### src/rtl/mem_access_stage_if.sv
// Purpose: handshake and data-SRAM response signals of the memory-access stage.
// Ports (signals):
//   EX_to_ME_Valid / EX_to_ME_Bus : instruction offered by EX
//   ME_Allow_in                   : stage can accept from EX this cycle
//   WB_Allow_in                   : WB can accept this cycle
//   ME_to_WB_Valid / ME_to_WB_Bus : result offered to WB
//   data_sram_data_ok / rdata     : response for the oldest outstanding request
// Modports: master = the stage itself, slave = its environment (EX, WB, SRAM).
interface mem_access_stage_if #(
    parameter int unsigned EX_BUS_W = 77,
    parameter int unsigned WB_BUS_W = 72
);
    logic                EX_to_ME_Valid;
    logic [EX_BUS_W-1:0] EX_to_ME_Bus;
    logic                ME_Allow_in;
    logic                WB_Allow_in;
    logic                ME_to_WB_Valid;
    logic [WB_BUS_W-1:0] ME_to_WB_Bus;
    logic                data_sram_data_ok;
    logic [31:0]         data_sram_rdata;

    modport master (
        input  EX_to_ME_Valid, EX_to_ME_Bus, WB_Allow_in, data_sram_data_ok, data_sram_rdata,
        output ME_Allow_in, ME_to_WB_Valid, ME_to_WB_Bus
    );

    modport slave (
        output EX_to_ME_Valid, EX_to_ME_Bus, WB_Allow_in, data_sram_data_ok, data_sram_rdata,
        input  ME_Allow_in, ME_to_WB_Valid, ME_to_WB_Bus
    );
endinterface

### src/rtl/mem_access_stage.sv
// Purpose: memory-access pipeline stage between EX and WB. Holds one instruction,
//   waits for the data-SRAM response of a load/store issued by EX, aligns and
//   extends load data, forwards the packed result to WB, drops work on flush and
//   drains a response orphaned by a flush.
// Ports:
//   clk, reset        : clock, synchronous active-high reset
//   bus (master)      : EX/WB handshake and data-SRAM response (mem_access_stage_if)
//   flush             : ertn/exception flush from WB
//   ME_dest           : destination register for hazard detection (0 when not writing)
//   ME_Forward_Res    : current result, aligned load data once returned
//   ME_to_ID_Sys_op   : syscall/ertn instruction present in the stage
module mem_access_stage #(
    parameter int unsigned EX_BUS_W = 77,
    parameter int unsigned WB_BUS_W = 72
) (
    input  logic                clk,
    input  logic                reset,
    mem_access_stage_if.master  bus,
    input  logic                flush,
    output logic [4:0]          ME_dest,
    output logic [31:0]         ME_Forward_Res,
    output logic                ME_to_ID_Sys_op
);

    typedef struct packed {
        logic        syscall;
        logic        ertn;
        logic [31:0] pc;
        logic        gr_we;
        logic [4:0]  dest;
        logic        mem_req;
        logic [2:0]  mem_op;
        logic        res_from_mem;
        logic [31:0] alu_res;
    } ex_bus_t;

    typedef enum logic [1:0] {
        IDLE   = 2'd0,
        WAIT   = 2'd1,
        DONE   = 2'd2,
        CANCEL = 2'd3
    } state_t;

    // Bus widths are fixed by the field layout; catch a mismatched override.
    if (EX_BUS_W != $bits(ex_bus_t)) begin : g_bad_ex_w
        $error("EX_BUS_W must equal the EX->ME field layout width");
    end
    if (WB_BUS_W != 72) begin : g_bad_wb_w
        $error("WB_BUS_W must equal the ME->WB field layout width");
    end

    state_t      state;
    logic        me_valid;
    ex_bus_t     ex_q;
    logic [31:0] rdata_q;

    ex_bus_t     ex_in;
    logic        data_got;
    logic        ready_go;
    logic        allow_in;
    logic [7:0]  byte_sel;
    logic [15:0] half_sel;
    logic [31:0] load_aligned;
    logic [31:0] mem_data;
    logic [31:0] result;

    assign ex_in = bus.EX_to_ME_Bus;

    // The data_ok cycle is bypassed so the instruction can leave in that same cycle.
    assign data_got = (state == WAIT && bus.data_sram_data_ok) || state == DONE;
    assign ready_go = !ex_q.mem_req || data_got;
    assign allow_in = (!me_valid || (ready_go && bus.WB_Allow_in)) && state != CANCEL;

    // Load data alignment and extension from the live SRAM read data.
    always_comb begin
        byte_sel     = 8'h00;
        half_sel     = 16'h0000;
        load_aligned = bus.data_sram_rdata;
        case (ex_q.alu_res[1:0])
            2'd0:    byte_sel = bus.data_sram_rdata[7:0];
            2'd1:    byte_sel = bus.data_sram_rdata[15:8];
            2'd2:    byte_sel = bus.data_sram_rdata[23:16];
            default: byte_sel = bus.data_sram_rdata[31:24];
        endcase
        half_sel = ex_q.alu_res[1] ? bus.data_sram_rdata[31:16] : bus.data_sram_rdata[15:0];
        case (ex_q.mem_op)
            3'b000:  load_aligned = {{24{byte_sel[7]}}, byte_sel};
            3'b100:  load_aligned = {24'h000000, byte_sel};
            3'b001:  load_aligned = {{16{half_sel[15]}}, half_sel};
            3'b101:  load_aligned = {16'h0000, half_sel};
            default: load_aligned = bus.data_sram_rdata;
        endcase
    end

    // Once the response has been captured, the held copy replaces the live bus.
    assign mem_data = (state == DONE) ? rdata_q : load_aligned;
    assign result   = ex_q.res_from_mem ? mem_data : ex_q.alu_res;

    // Stage register and response-tracking FSM.
    always_ff @(posedge clk) begin
        if (reset) begin
            state    <= IDLE;
            me_valid <= 1'b0;
            ex_q     <= '0;
            rdata_q  <= 32'h0;
        end else if (state == CANCEL) begin
            // Swallow the response belonging to the flushed request.
            if (bus.data_sram_data_ok) begin
                state <= IDLE;
            end
        end else if (flush) begin
            me_valid <= 1'b0;
            // A response still owed to a flushed load/store must be drained.
            state    <= (state == WAIT && !bus.data_sram_data_ok) ? CANCEL : IDLE;
        end else if (allow_in) begin
            me_valid <= bus.EX_to_ME_Valid;
            state    <= IDLE;
            if (bus.EX_to_ME_Valid) begin
                ex_q <= ex_in;
            end
        end else begin
            case (state)
                IDLE: begin
                    if (me_valid && ex_q.mem_req) begin
                        state <= WAIT;
                    end
                end
                WAIT: begin
                    if (bus.data_sram_data_ok) begin
                        state   <= DONE;
                        rdata_q <= load_aligned;
                    end
                end
                default: begin
                end
            endcase
        end
    end

    assign bus.ME_Allow_in    = allow_in;
    assign bus.ME_to_WB_Valid = me_valid && ready_go && !flush;
    assign bus.ME_to_WB_Bus   = {ex_q.syscall, ex_q.ertn, ex_q.pc, ex_q.gr_we, ex_q.dest, result};
    assign ME_dest            = ex_q.dest & {5{ex_q.gr_we && me_valid}};
    assign ME_Forward_Res     = result;
    assign ME_to_ID_Sys_op    = (ex_q.syscall || ex_q.ertn) && me_valid;

endmodule

### src/flat_wrapper.sv
// flat-port wrapper written by rule: the top's interface ports become plain ports
module mem_access_stage_flat 
#(
    parameter int unsigned EX_BUS_W = 77,
    parameter int unsigned WB_BUS_W = 72
)
  (clk, reset, flush, ME_dest, ME_Forward_Res, ME_to_ID_Sys_op, bus_EX_to_ME_Valid, bus_EX_to_ME_Bus, bus_WB_Allow_in, bus_data_sram_data_ok, bus_data_sram_rdata, bus_ME_Allow_in, bus_ME_to_WB_Valid, bus_ME_to_WB_Bus);
  mem_access_stage_if #(.EX_BUS_W(EX_BUS_W), .WB_BUS_W(WB_BUS_W)) bus_i ();
  input  logic clk;
  input  logic reset;
  input  logic flush;
  output logic [4:0] ME_dest;
  output logic [31:0] ME_Forward_Res;
  output logic ME_to_ID_Sys_op;
  input wire logic [$bits(bus_i.EX_to_ME_Valid)-1:0] bus_EX_to_ME_Valid;
  input wire logic [$bits(bus_i.EX_to_ME_Bus)-1:0] bus_EX_to_ME_Bus;
  input wire logic [$bits(bus_i.WB_Allow_in)-1:0] bus_WB_Allow_in;
  input wire logic [$bits(bus_i.data_sram_data_ok)-1:0] bus_data_sram_data_ok;
  input wire logic [$bits(bus_i.data_sram_rdata)-1:0] bus_data_sram_rdata;
  output wire logic [$bits(bus_i.ME_Allow_in)-1:0] bus_ME_Allow_in;
  output wire logic [$bits(bus_i.ME_to_WB_Valid)-1:0] bus_ME_to_WB_Valid;
  output wire logic [$bits(bus_i.ME_to_WB_Bus)-1:0] bus_ME_to_WB_Bus;
  assign bus_i.EX_to_ME_Valid = bus_EX_to_ME_Valid;
  assign bus_i.EX_to_ME_Bus = bus_EX_to_ME_Bus;
  assign bus_i.WB_Allow_in = bus_WB_Allow_in;
  assign bus_i.data_sram_data_ok = bus_data_sram_data_ok;
  assign bus_i.data_sram_rdata = bus_data_sram_rdata;
  assign bus_ME_Allow_in = bus_i.ME_Allow_in;
  assign bus_ME_to_WB_Valid = bus_i.ME_to_WB_Valid;
  assign bus_ME_to_WB_Bus = bus_i.ME_to_WB_Bus;
  mem_access_stage #(.EX_BUS_W(EX_BUS_W), .WB_BUS_W(WB_BUS_W)) u_core (.clk(clk), .reset(reset), .bus(bus_i), .flush(flush), .ME_dest(ME_dest), .ME_Forward_Res(ME_Forward_Res), .ME_to_ID_Sys_op(ME_to_ID_Sys_op));
endmodule
### config.mk
export PLATFORM = sky130hd
export DESIGN_NAME = mem_access_stage_flat
export DESIGN_NICKNAME = d
export VERILOG_FILES = /design/src/rtl/mem_access_stage_if.sv /design/src/rtl/mem_access_stage.sv /design/src/flat_wrapper.sv
export SDC_FILE = /design/constraint.sdc
export NUM_CORES = 1
export LEC_CHECK = 0
export ABC_AREA = 1
export CORE_MARGIN = 5
export CORE_UTILIZATION = 43
export CTS_BUF_LIST = sky130_fd_sc_hd__clkbuf_4 sky130_fd_sc_hd__clkbuf_8
export CTS_CLUSTER_DIAMETER = 50
export DETAILED_ROUTE_END_ITERATION = 6
export PLACE_DENSITY = 0.78
export SYNTH_ARGS = -nofsm -noshare
export SYNTH_HDL_FRONTEND = slang
export SYNTH_SLANG_ARGS = --single-unit
### constraint.sdc
create_clock -name clk -period 2.4 [get_ports clk]
set_clock_uncertainty 0.05 [all_clocks]
set_input_delay 0.24 -clock clk [delete_from_list [all_inputs] [get_ports clk]]
set_output_delay 0.24 -clock clk [all_outputs]
set_load 0.1 [all_outputs]
==> results of run 1 <==
-- power by group --
| part | switching [uW] | total, uW | internal (uW) |
|---|---|---|---|
| Sequential | 47.4 | 1980 | 1930 |
| Clock | 687 | 1240 | 548 |
| Combinational | 1790 | 2690 | 907 |
| Total | 2520 | 5910 | 3390 |
-- final timing paths --
check                                      to  slack (ns)                        start
setup / recovery         bus_ME_to_WB_Bus[10]        0.11               u_core.ex_q[1]
hold / removal    u_core.bus.ME_to_WB_Bus[60]        0.18           bus_EX_to_ME_Valid
setup reg to reg              u_core.ex_q[21]        0.61              u_core.state[0]
hold reg to reg   u_core.bus.ME_to_WB_Bus[61]        0.42  u_core.bus.ME_to_WB_Bus[61]
-- Yosys cell counts, drive strengths merged --
library cell  number
dfxtp            112
clkinv             1
o211ai             5
nor2             104
nor3               1
o21bai             1
nand4             90
clkbuf            29
nand2            259
or2                1
buf              122
inv               89
nand3             31
o21ai            101
a21oi             91
-- cell type report --
| class | count | area [um2] | area share [%] |
|---|---|---|---|
| clock buffers | 11 | 151 | 1.60 |
| clock inverters | 5 | 63.8 | 0.673 |
| well taps | 211 | 264 | 2.78 |
| inverters | 90 | 338 | 3.56 |
| multi-input cells | 684 | 3240 | 34.1 |
| repair buffers | 259 | 3180 | 33.6 |
| flip-flops and latches | 112 | 2250 | 23.7 |
-- worst min-delay path, stage by stage --
cell	delay (ns)
buf_2	0.17
nand4_1	0.11
a21oi_1	0.05
-- metal layers --
| metal | vias to the layer above | wire length [um] | part of all wire [%] |
|---|---|---|---|
| met5 | - | 0 | 0 |
| met2 | 336 | 10300 | 46 |
| met4 | 0 | 557 | 2.5 |
| met3 | 39 | 2290 | 10 |
| li1 | 3543 | - | - |
| met1 | 3332 | 9130 | 41 |
-- kinds of logic (layout without fill, tap and decap cells) --
group,count (synthesis),after routing,share of synthesized area (%)
buffers and inverters,241,365,20.1
and+or+nand+nor,486,486,31.5
DFF,112,112,33.4
AOI/OAI and AO/OA,198,198,15.1
-- timing repair --
item | 4_1_cts | 5_1_grt
resized for setup | 3 | 17
setup buffers | 2 | 4
gates cloned | 0 | 2
endpoints found under the setup margin | 58 | 62
pin swaps | 1 | 4
-- stage by stage --
stage          area (um2)  util [%]  power [uW]  hold WS [ns]  cells
6_report             9490      62.2        5910         0.175   1372
4_1_cts              9370      61.4        5880         0.158   1366
2_1_floorplan        6800         -        3830         0.325   1037
3_5_place_dp         9130      59.8        4650         0.405   1348
5_1_grt              9490      62.2        6130         0.183   1372
3_3_place_gp         9130      59.8        4630         0.401   1348
-- state kept, by name, indices dropped and copies added (netlist names) --
name,cells
u_core.rdata_q,32
u_core.state,2
u_core.me_valid,1
u_core.bus.ME_to_WB_Bus,40
u_core.ex_q,37
==> results.cfg, run 1 <==
[sta]
worst_slew_pin_slew_ns = 1.00
finalSetupViolCount = 0
drv_slew = 0
rsz0062_at_grt = yes
fmax_mhz = 436
worst_slack_ns = 0.105
relSlewSlack_pct = 33.3
tns_ns = 0
final_hold_viol_count = 0
fin_crit_sh_pct = 95.6
finalCriticalPeriod_ns = 2.29

[run_status]
status = complete, no violations

[cts]
clk_transition_reported_paths_ns = 0.11
cts_tree = yes
cts_sinks = 112
hold_buffers = 0
clock_latency_ns = 0.38
cts-htree-levels = 3
clock_path_buffers = 2
cts_made_buffers = 9
cts_root_buffer = clkbuf_8

[floorplan]
start_util_pct = 44.1
dieArea_um2 = 18200
num_rows = 45
dieWidth_um = 135
io_pins = 227
die_h_um = 135
fp.coreArea_um2 = 15300

[synthesis]
ys_ff_latch = 112
synth_top_cell_by_area = dfxtp_1
yosys.cell_types.count = 24
syn_nets = 1152
syn_inst = 1037
ys_seq_area_share_pct = 33.4
syn_area_per_cell_um2 = 6.48
synth.area.top_cells = dfxtp_1 (33%), nand2_1 (14%), buf_4 (8.8%)
yosysWarnings = 0
synth_top_cell_area_share_pct = 33.4
syn-cell-area_um2 = 6720

[finish]
final_common_cell = nand2_1
layout-drive-gt1-share_pct = 18.5
diodes = 0
fillers = 1323
area_delta_synth_final_pct = 41.1
final_cell_mix = nand2_1 (225), clkdlybuf4s50_1 (112), dfxtp_1 (110), nor2_1 (101), o21ai_0 (94)
nets = 1271

[grt]
met1_usage_pct = 30.3
grt_pass1_vias = 6592
grt_pass1_wl_mm = 34.4
met3_usage_pct = 6.74
grt_max_degree = 91
grtUsageTotal_pct = 23.2
grt-busiest-layer = met2
antenna_found_initial = 0
grtUsageMet2_pct = 36.6
grt-ovfl-total = 0

[placed_design]
hpwl_mm = 15.7
gp_congestion = 0.968
io_buffers = 226
dp_slack_ns = 0.198

[worst_setup_path]
crit_type = reg -> out
endpoint_kind = output port
slowest_stage = dfxtp_4
setup.worst_path.start_class = register
cp.arrival_ns = 2.00
cpLargestDelayFamily = simple AND/OR/NAND/NOR gates
cp_cell_sequence = buf_6 > nor2_4 > nand2_1 > o211ai_2 > o211ai_4 > buf_6 > nand4_1 > nand2_1 > nand2_2 > buf_12
cp_max_fo = 10
cp_num_cells = 10
worstRegToRegCells = 9
worstPathRequired_ns = 2.11
worst_path_largest_cell_delay_ns = 0.38
crit_buf_inv = 3

[run]
cap_violations = 0

[route]
viasPerCell = 5.28
vias = 7250
route.detailed.drc = 0
drtPass1Iterations = 5
wirelength_mm = 22.3
drtIter0Drc = 685
antenna_left = 0
drt-wirelength-per-cell_um = 16.2

[power_and_ir_drop]
ir_drop_mv = 0.324
p_leak_uw = 0.00439
p_per_area_nw_per_um2 = 623

[worst_hold_path]
holdPathStages = 3
hold_path_class = in -> reg
Note: power is estimated with default switching activity, not from simulation.
==> inputs of run 2 (changes only) <==
Settings changed: TNS_END_PERCENT set to 5.
==> run 2 against run 1 <==
  * Global-route usage shrank 0.13 points
  * Largest cell class unchanged
  * Combinational power about the same
  * Sequential power barely moved
  * Total power decreased by 1.3%
  * Flip-flop and latch count stayed put
  * Clock-buffer cell count shrank 1
  * Critical path type unchanged
  * Die area did not move
  * Routed wire length fell by 1.1%
  * Register-to-register slack got worse by 0.06 ns
  * Core utilization down 0.43 points
  * Via count rose by 0.23%
==> results.cfg, run 2 (synthesized netlist as in run 1, its figures left out) <==
[route]
drtPass1Iterations = 5
viasPerCell = 5.31
route.detailed.drc = 0
wirelength_mm = 22.0
vias = 7267
drt-wirelength-per-cell_um = 16.1
antenna_left = 0
drtIter0Drc = 648

[cts]
hold_buffers = 0
cts_sinks = 112
cts_root_buffer = clkbuf_8
clock_latency_ns = 0.39
cts_tree = yes
cts-htree-levels = 3
clock_path_buffers = 2
cts_made_buffers = 9
clk_transition_reported_paths_ns = 0.11

[power_and_ir_drop]
p_leak_uw = 0.00435
ir_drop_mv = 0.353
p_per_area_nw_per_um2 = 619

[worst_setup_path]
crit_type = reg -> out
cp_num_cells = 10
rr_startpoint = u_core.state[1]
worst_path_largest_cell_delay_ns = 0.41
slowest_stage = dfxtp_4
timing.reg2reg.setup_slack_ns = 0.55
setup.worst_path.start_class = register
worstPathRequired_ns = 2.11
worstRegToRegCells = 9
cpLargestDelayFamily = buffers and inverters
r2r-end = u_core.bus.ME_to_WB_Bus[39]
cp_max_fo = 26
crit_buf_inv = 3
cp.arrival_ns = 2.04
cp_cell_sequence = buf_4 > nor2_4 > nand2_1 > o211ai_2 > o211ai_4 > buf_12 > nand4_1 > nand2_1 > nand2_2 > buf_12
endpoint_kind = output port

[worst_hold_path]
hold_path_end = u_core.ex_q[8]
holdPathStages = 3
min_from = bus_EX_to_ME_Valid
hold_path_class = in -> reg

[placed_design]
io_buffers = 226
hpwl_mm = 16.2
gp_congestion = 0.938
placed_cells = 1351

[grt]
grt_pass1_wl_mm = 34.0
grtUsageTotal_pct = 23.0
grt-ovfl-total = 0
grt_max_degree = 91
antenna_found_initial = 0
grt_pass1_vias = 6613

[sta]
worst_slew_pin_slew_ns = 0.834
finalSetupViolCount = 0
tns_ns = 0
final_hold_viol_count = 0
finalCriticalPeriod_ns = 2.33
fin_crit_sh_pct = 97.1
fmax_mhz = 429
drv_slew = 0
rsz0062_at_grt = yes
relSlewSlack_pct = 44.3

[run_status]
status = complete, no violations

[floorplan]
io_pins = 227
start_util_pct = 44.1
fp.coreArea_um2 = 15300
dieWidth_um = 135
dieArea_um2 = 18200
die_h_um = 135
num_rows = 45

[finish]
layoutNonFillerInstCount = 1369
nets = 1268
seq_area_um2 = 2250
final_common_cell = nand2_1
layout-drive-gt1-share_pct = 18.1
final_cell_mix = nand2_1 (228), clkdlybuf4s50_1 (112), dfxtp_1 (110), nor2_1 (100), o21ai_0 (96)
largest_reg_flops = 40
diodes = 0
area_delta_synth_final_pct = 40.1
postLayoutCoreUtil_pct = 61.7
fillers = 1393
multi_input_area_um2 = 3220

[run]
cap_violations = 0
[run 2: worst max-delay path by stage]
| stage | slack [ns] | end | from |
|---|---|---|---|
| finish | 0.07 | ME_Forward_Res[15] | u_core.ex_q[1] |
| global route | -0.02 | bus_ME_to_WB_Bus[3] | u_core.ex_q[34] |
| CTS | 0.003 | bus_ME_to_WB_Bus[21] | u_core.ex_q[33] |
| detailed placement | 0.15 | ME_Forward_Res[29] | bus_data_sram_rdata[15] |
| global placement | 0.19 | ME_Forward_Res[28] | bus_data_sram_rdata[15] |
| floorplan | -0.23 | bus_ME_to_WB_Bus[25] | u_core.ex_q[1] |
[run 2: cell type report]
type	instances	share of cell area, %
timing repair buffer	256	33.4
sequential	112	23.9
tap	211	2.80
multi-input combinational	684	34.2
inverter	90	3.59
clock inverter	6	0.717
clock buffer	10	1.46
[run 2: per-layer routing]
layer | wire [um] | share of wire, % | up-vias | track usage, %
li1 | - | - | 3537 | -
met1 | 8960 | 41 | 3351 | 28.8
met2 | 10200 | 46 | 343 | 37.7
met3 | 2250 | 10 | 36 | 7.12
met4 | 580 | 2.6 | 0 | 7.84
met5 | 0 | 0 | - | 0
[run 2: where the power goes]
group | switching [uW] | total, uW | internal (uW)
clock | 669 | 1180 | 515
combinational | 1780 | 2670 | 891
sequential | 49.1 | 1980 | 1930
[run 2: repair_timing]
item,4_1_cts,5_1_grt
buffers inserted,0,2
hold endpoints to repair,0,0
endpoints found under the setup margin,62,60
pin swaps,0,2
gates resized for setup,9,32
[run 2: tightest hold or removal path: stages]
cell,delay (ns)
buf_2,0.22
nand4_1,0.14
a21oi_1,0.05
[run 2: metrics by stage]
stage / hold WS, ns / cell area (um2) / setup WS, ns / power, uW
final: 0.257 / 9420 / 0.0684 / 5830
after global routing: 0.263 / 9420 / -0.0219 / 6060
after CTS: 0.238 / 9330 / 0.00341 / 5830
after detailed placement: 0.405 / 9100 / 0.149 / 4640
after global placement: 0.402 / 9100 / 0.192 / 4630
after floorplan: 0.325 / 6730 / -0.233 / 3820
